[config.mk]
export PLATFORM = sky130hd
export DESIGN_NAME = horner_sequencer
export DESIGN_NICKNAME = d
export VERILOG_FILES = /design/src/rtl/horner_sequencer.sv
export SDC_FILE = /design/constraint.sdc
export NUM_CORES = 1
export LEC_CHECK = 0
export BUFFER_PORTS_ARGS = -buffer_cell sky130_fd_sc_hd__buf_2
export CORE_AREA = 2 2 61 63
export DETAILED_ROUTE_END_ITERATION = 10
export DIE_AREA = 0 0 63 65
export HOLD_SLACK_MARGIN = 0.12
export PLACE_DENSITY = 0.74
export SETUP_SLACK_MARGIN = 0.5
export SYNTH_ARGS = -nofsm -noshare
export SYNTH_HDL_FRONTEND = slang
export SYNTH_SLANG_ARGS = --single-unit
[constraint.sdc]
create_clock -name clk_i -period 2.4 [get_ports clk_i]
set_input_delay 0.24 -clock clk_i [delete_from_list [all_inputs] [get_ports clk_i]]
set_output_delay 0.24 -clock clk_i [all_outputs]
set_load 0.01 [all_outputs]
[src/rtl/horner_sequencer.sv]
`default_nettype none
// ============================================================================
//  Module   : horner_sequencer
//  Purpose  : Control sequencer for a Horner-scheme polynomial evaluator.
//             It accepts a job of (segment, term count) from the operand FIFO.
//             For each job it clears the datapath accumulator and reads X.
//             It then walks the coefficient ROM from the highest index down.
//             Each step issues one multiply and one add.
//             At the end it loads the result register.
//             done_o follows each load_result_o by DONE_DELAY cycles.
//
//  Parameters
//    ADDR_LINES  term-index width (max terms per job = 2^ADDR_LINES-1)
//    NUM_SEG     number of coefficient banks
//    DONE_DELAY  cycles from load_result_o to done_o (1..8)
//    TIMEOUT     wait-state limit (only with HORNER_SEQ_TIMEOUT_EN)
//
//  Ports
//    clk_i, rst_i            clock, synchronous active-high reset
//    in_valid_i/in_ready_o   job handshake (seg_i, terms_i sampled on accept)
//    dp_clear_o              accumulator clear pulse
//    rd_signal_o             FIFO read enable (operand X)
//    rd_coeff_o/coeff_addr_o ROM read enable and {segment, index} address
//    mul_valid_o/mul_done_i  multiplier start / completion
//    add_valid_o/add_done_i  adder start / completion
//    load_result_o           output register load
//    done_o                  job-complete pulse
//    busy_o                  high in every state except IDLE
//    err_o                   wait-state timeout pulse (optional)
//
//  Configuration macro
//    HORNER_SEQ_TIMEOUT_EN : adds err_o and a timeout counter on the wait
//                            states; without it the wait states are unbounded.
//
//  Revision : 1.0  initial release
// ============================================================================
module horner_sequencer #(
    parameter int ADDR_LINES = 5,
    parameter int NUM_SEG    = 4,
    parameter int DONE_DELAY = 5,
`ifdef HORNER_SEQ_TIMEOUT_EN
    parameter int TIMEOUT    = 64,
`endif
    localparam int SEG_W     = (NUM_SEG > 1) ? $clog2(NUM_SEG) : 1
) (
    input  logic                        clk_i,
    input  logic                        rst_i,
    input  logic                        in_valid_i,
    output logic                        in_ready_o,
    input  logic [SEG_W-1:0]            seg_i,
    input  logic [ADDR_LINES-1:0]       terms_i,
    output logic                        dp_clear_o,
    output logic                        rd_signal_o,
    output logic                        rd_coeff_o,
    output logic [SEG_W+ADDR_LINES-1:0] coeff_addr_o,
    output logic                        mul_valid_o,
    output logic                        add_valid_o,
    input  logic                        mul_done_i,
    input  logic                        add_done_i,
    output logic                        load_result_o,
    output logic                        done_o,
    output logic                        busy_o
`ifdef HORNER_SEQ_TIMEOUT_EN
    ,
    output logic                        err_o
`endif
);

    localparam logic [3:0] ST_IDLE       = 4'd0;
    localparam logic [3:0] ST_CLEAR      = 4'd1;
    localparam logic [3:0] ST_LOAD_X     = 4'd2;
    localparam logic [3:0] ST_LOAD_COEFF = 4'd3;
    localparam logic [3:0] ST_MUL        = 4'd4;
    localparam logic [3:0] ST_WAIT_MUL   = 4'd5;
    localparam logic [3:0] ST_ADD        = 4'd6;
    localparam logic [3:0] ST_WAIT_ADD   = 4'd7;
    localparam logic [3:0] ST_CHECK      = 4'd8;
    localparam logic [3:0] ST_STORE      = 4'd9;

    localparam logic [ADDR_LINES-1:0] C_ONE = ADDR_LINES'(1);

    logic [3:0]            state_q, state_d;
    logic [ADDR_LINES-1:0] count_q, count_d;
    logic [SEG_W-1:0]      seg_q,   seg_d;
    logic [ADDR_LINES-1:0] terms_q, terms_d;
    logic [DONE_DELAY-1:0] done_pipe_q, done_pipe_d;

    logic w_accept;
    logic w_timeout;

    // Ready is only offered in IDLE and STORE; STORE accepting a job chains
    // straight into CLEAR so back-to-back jobs lose no cycle.
    assign w_accept = in_valid_i &&
                      ((state_q == ST_IDLE) || (state_q == ST_STORE));

    // ------------------------------------------------------------------
    // Optional wait-state timeout
    // ------------------------------------------------------------------
`ifdef HORNER_SEQ_TIMEOUT_EN
    localparam int TMO_W = (TIMEOUT > 1) ? $clog2(TIMEOUT) : 1;

    logic [TMO_W-1:0] tmo_q, tmo_d;
    logic             w_in_wait;
    logic             w_wait_done;

    assign w_in_wait   = (state_q == ST_WAIT_MUL) || (state_q == ST_WAIT_ADD);
    assign w_wait_done = ((state_q == ST_WAIT_MUL) && mul_done_i) ||
                         ((state_q == ST_WAIT_ADD) && add_done_i);

    // tmo_q holds (cycles already spent in the wait state); the TIMEOUT-th
    // wait cycle without a completion is the expiry cycle.
    assign w_timeout = w_in_wait && !w_wait_done &&
                       (tmo_q == TMO_W'(TIMEOUT - 1));

    always_comb begin
        tmo_d = '0;
        if (w_in_wait && !w_wait_done && !w_timeout) begin
            tmo_d = tmo_q + TMO_W'(1);
        end
    end

    always_ff @(posedge clk_i) begin
        if (rst_i) begin
            tmo_q <= '0;
        end else begin
            tmo_q <= tmo_d;
        end
    end

    assign err_o = w_timeout && !rst_i;
`else
    assign w_timeout = 1'b0;
`endif

    // ------------------------------------------------------------------
    // State register
    // ------------------------------------------------------------------
    always_ff @(posedge clk_i) begin
        if (rst_i) begin
            state_q     <= ST_IDLE;
            count_q     <= '0;
            seg_q       <= '0;
            terms_q     <= '0;
            done_pipe_q <= '0;
        end else begin
            state_q     <= state_d;
            count_q     <= count_d;
            seg_q       <= seg_d;
            terms_q     <= terms_d;
            done_pipe_q <= done_pipe_d;
        end
    end

    // ------------------------------------------------------------------
    // Next-state logic
    // ------------------------------------------------------------------
    always_comb begin
        state_d = state_q;
        count_d = count_q;
        seg_d   = seg_q;
        terms_d = terms_q;

        case (state_q)
            ST_IDLE, ST_STORE: begin
                if (w_accept) begin
                    state_d = ST_CLEAR;
                    count_d = '0;
                    seg_d   = seg_i;
                    terms_d = terms_i;
                end else begin
                    state_d = ST_IDLE;
                end
            end
            ST_CLEAR:      state_d = ST_LOAD_X;
            // A zero-term job evaluates to the cleared accumulator.
            ST_LOAD_X:     state_d = (terms_q == '0) ? ST_STORE : ST_LOAD_COEFF;
            ST_LOAD_COEFF: state_d = ST_MUL;
            ST_MUL:        state_d = ST_WAIT_MUL;
            ST_WAIT_MUL: begin
                if (mul_done_i) begin
                    state_d = ST_ADD;
                end else if (w_timeout) begin
                    state_d = ST_IDLE;
                end
            end
            ST_ADD:        state_d = ST_WAIT_ADD;
            ST_WAIT_ADD: begin
                if (add_done_i) begin
                    state_d = ST_CHECK;
                end else if (w_timeout) begin
                    state_d = ST_IDLE;
                end
            end
            ST_CHECK: begin
                // terms_q >= 1 here, so terms_q-1 cannot wrap.
                if (count_q < (terms_q - C_ONE)) begin
                    count_d = count_q + C_ONE;
                    state_d = ST_LOAD_COEFF;
                end else begin
                    state_d = ST_STORE;
                end
            end
            default:       state_d = ST_IDLE;
        endcase
    end

    // ------------------------------------------------------------------
    // Output logic (outputs forced quiet while reset is held)
    // ------------------------------------------------------------------
    always_comb begin
        in_ready_o    = 1'b0;
        busy_o        = 1'b0;
        dp_clear_o    = 1'b0;
        rd_signal_o   = 1'b0;
        rd_coeff_o    = 1'b0;
        mul_valid_o   = 1'b0;
        add_valid_o   = 1'b0;
        load_result_o = 1'b0;

        if (rst_i) begin
            in_ready_o = 1'b1;
        end else begin
            busy_o = (state_q != ST_IDLE);
            case (state_q)
                ST_IDLE:       in_ready_o  = 1'b1;
                ST_CLEAR:      dp_clear_o  = 1'b1;
                ST_LOAD_X:     rd_signal_o = 1'b1;
                ST_LOAD_COEFF: rd_coeff_o  = 1'b1;
                ST_MUL:        mul_valid_o = 1'b1;
                ST_ADD:        add_valid_o = 1'b1;
                ST_STORE: begin
                    in_ready_o    = 1'b1;
                    load_result_o = 1'b1;
                end
                default: ;
            endcase
        end

        // Horner order: highest coefficient first. In IDLE the address
        // previews the first coefficient of the job being offered.
        if (state_q == ST_IDLE) begin
            coeff_addr_o = {seg_i, terms_i - C_ONE};
        end else begin
            coeff_addr_o = {seg_q, terms_q - C_ONE - count_q};
        end
    end

    // ------------------------------------------------------------------
    // done_o delay line: a shift register keeps every pulse of
    // back-to-back jobs independent.
    // ------------------------------------------------------------------
    generate
        if (DONE_DELAY == 1) begin : g_done_single
            always_comb done_pipe_d = load_result_o;
        end else begin : g_done_shift
            always_comb done_pipe_d = {done_pipe_q[DONE_DELAY-2:0], load_result_o};
        end
    endgenerate

    assign done_o = done_pipe_q[DONE_DELAY-1] && !rst_i;

endmodule
`default_nettype wire

==> flow_summary.toml <==
[run_status]
outcome = "finished, final reports clean"

[final_layout]
multi_input_area_sq_um = 1050
finalNetCount = 235
diodes = 0
seq_area_sq_um = 437
fillCellCount = 311
synthToLayoutAreaGrowth_pct = 42.0
drive_gt1_share_pct = 41.8
fin_cells = 261
fin_util_pct = 56.0

[worst_setup_path]
crit_path_cell_trace = "inv_2 -> ha_4 -> inv_4 -> fa_2 -> a21o_1 -> a21oi_2 -> xor2_1 -> o21ai_2 -> buf_2"
cp_max_fo = 2
worst_ep_arrival_time_ps = 2040
critical_path_class = "reg -> out"
r2r-start = "terms_q[0]"
rrSetupSlack_ps = 160
critPathCaptureType = "primary output"
slowest_delay_ps = 360
r2r_end = "count_q[3]"
cp-start-kind = "flip-flop"
cp.required_ps = 2160
slowest_stage = "dfxtp_2"
reg2reg_depth = 10

[floorplanning]
coreArea_sq_um = 3500
initial_utilization_pct = 39.4
die_y_um = 65
rows = 22
fp.dieW_um = 63
die_area_sq_um = 4100
pin_count = 28

[yosys]
ys_warn_count = 0
ys_ff_latch = 21
syn-instance-count = 171
synthTopCellsByArea = "dfxtp_1 30%, ha_1 7.3%, nor2_1 6.0%"
yosysTopAreaCell = "dfxtp_1"
async_reset_ff_share_pct = 0
synthFlopType = "dfxtp_1"
ys_seq_area_share_pct = 30.5
synth_area_per_cell_sq_um = 8.06
netlist_area_sq_um = 1380
ys_types = 35
synth_top_area_share_pct = 30.5
synth_edf_count = 0
synth_nets = 192

[clock_network]
cts_tree = "done"
ctsHtreeMaxLevel = 1
clk_latency_ps = 300
cts_buffer_depth = 2
clockRootBuffer = "clkbuf_4"
path_clk_slew_ps = 120
cts_buffers = 3
cts_sinks = 21

[flow_run]
drv_cap = 0

[timing]
final.setup.tns_ps = 0
maxSlewViolCount = 0
min_period_ps = 2280
setup_viol = 0
min_period_over_period_pct = 95.0
max_slew_margin_pct = 54.4
tightest_slew_ps = 682
clock.fmax_mhz = 439
finalHoldViolations = 0
rsz0062_at_grt = "true"
skew_ps = 3.35

[global_route]
grt-ovfl-total = 0
grt_max_degree = 24
antenna_found_initial = 0
grt_pass1_wl_um = 5060
grt_usage_pct = 15.3
first_global_vias = 1155

[drt]
first_iter_violations = 15
vias_per_cell = 5.03
drcViolationCount = 0
wl_um = 3330
vias = 1312
ant_nets = 0
avgRoutedWirePerCell_um = 12.8
dr.pass1.iters = 4

[power]
p_seq_share_pct = 30.6
sw_frac_of_total_pct = 37.8
p_switching_w = 0.000508
p_clk_share_pct = 13.0
total_power_w = 0.00134
p_leak_nw = 0.833
p_int_w = 0.000836
irDropWorstVdd_v = 0.000418
combPwrFrac_pct = 56.4
powerDensity_nw_per_um2 = 686

[place]
io_buffers = 27
place.gp.congestion = 0.805
dp_hpwl_um = 2110
dpl.cell_count = 239

[worst_hold_path]
holdCritStartpoint = "seg_i[0]"
holdPathEnd = "seg_q[0]"
min_path_type = "in -> reg"
hold_path_depth = 3
==> repair_timing <==
item,CTS,global route
buffers inserted,7,9
pin swaps,5,11
hold endpoints to repair,0,1
cloned,0,1
hold buffers,0,1
endpoints found under the setup margin,13,14
gates resized for setup,10,29
==> worst max-delay path by stage <==
stage                            to  slack (ps)  cells past startpoint  startpoint
floorplan                count_q[4]         400                     10  terms_q[0]
global placement         count_q[4]         280                     10  terms_q[0]
detailed placement       count_q[3]         250                     10  terms_q[0]
CTS                 coeff_addr_o[4]         120                      9  terms_q[0]
global route        coeff_addr_o[3]          40                      9  terms_q[1]
finish              coeff_addr_o[4]         120                      9  terms_q[1]
==> cell usage after synthesis (2+ instances only) <==
cell	count
nor2_1	22
dfxtp_1	21
inv_1	13
nand2_1	12
a21oi_1	11
o21ai_0	9
ha_1	8
mux2i_1	7
nor2b_1	7
xor2_1	7
nand3_1	6
nand2b_1	5
nor3_1	5
a21o_1	4
buf_2	4
clkbuf_1	3
mux2_2	3
xnor2_1	3
a21boi_0	2
nor4b_1	2
o31ai_1	2
or3_1	2
==> power by group through the flow <==
stage / combinational, W / sequential (W) / clock (W)
6_report: 0.000758 / 0.000412 / 0.000175
5_1_grt: 0.000819 / 0.000415 / 0.000198
4_1_cts: 0.000570 / 0.000412 / 0.000183
3_5_place_dp: 0.000501 / 0.000421 / 0
3_3_place_gp: 0.000499 / 0.000419 / 0
2_1_floorplan: 0.000406 / 0.000396 / 0
==> cell usage in the layout, fill, tap and decap left out, types with 3 or more instances in the layout <==
cell      count
a21o_1        4
a21oi_1       6
a21oi_2       4
buf_2        25
buf_4        13
buf_6         5
clkbuf_4      3
dfxtp_1      14
dfxtp_2       4
dfxtp_4       3
ha_1          4
ha_4          4
inv_1        10
mux2i_1       7
nand2_1      12
nand2b_1      4
nand3_1       4
nor2_1       21
nor2b_1       6
nor3_1        3
o21ai_0       4
o21ai_1       4
xor2_1        6
==> metal layers <==
layer	vias to the layer above	GRT usage, %	routed length, um
met3	4	2.08	73
met1	621	18.9	1520
met4	0	5.00	61
li1	665	-	-
met2	22	27.4	1680
met5	-	0	0
==> sequential cells by signal, indices dropped and copies added, names as in the netlist <==
register	cells
terms_q	5
count_q	5
done_pipe_q	5
state_q	4
seg_q	2
==> area by class of cell <==
| type | instances | area share, % |
|---|---|---|
| clock inverter | 1 | 0.256 |
| inverter | 13 | 2.62 |
| timing repair buffer | 46 | 17.1 |
| clock buffer | 3 | 1.15 |
| sequential | 21 | 22.3 |
| tap | 48 | 3.07 |
| multi-input combinational | 129 | 53.5 |
==> logic make-up after synthesis <==
| family | synth area share (%) |
|---|---|
| AND/OR/NAND/NOR | 24.8 |
| AO/OA/AOI/OAI | 15.5 |
| buffers and inverters | 6.62 |
| flip-flops | 30.5 |
| XOR/XNOR | 6.35 |
| multiplexers | 7.53 |
| adder cells (fa/ha/maj) | 8.71 |
==> through the flow <==
| step | hold WS, ps | setup WS (ps) | instance area, sq um |
|---|---|---|---|
| 6_report | 178 | 120 | 1960 |
| 5_1_grt | 202 | 36.1 | 1960 |
| 4_1_cts | 124 | 121 | 1720 |
| 3_5_place_dp | 428 | 248 | 1610 |
| 3_3_place_gp | 415 | 276 | 1610 |
| 2_1_floorplan | 343 | 404 | 1440 |
==> critical path, delay by kind of cell, from the launching register on <==
| family | cells | cell delay [ps] |
|---|---|---|
| DFF | 1 | 360 |
| adders and majority gates | 2 | 590 |
| AOI/OAI and AO/OA | 3 | 390 |
| xor gates and xnor gates | 1 | 180 |
| buffers and inverters | 3 | 210 |
No activity file was read; power rests on OpenSTA's default activity.
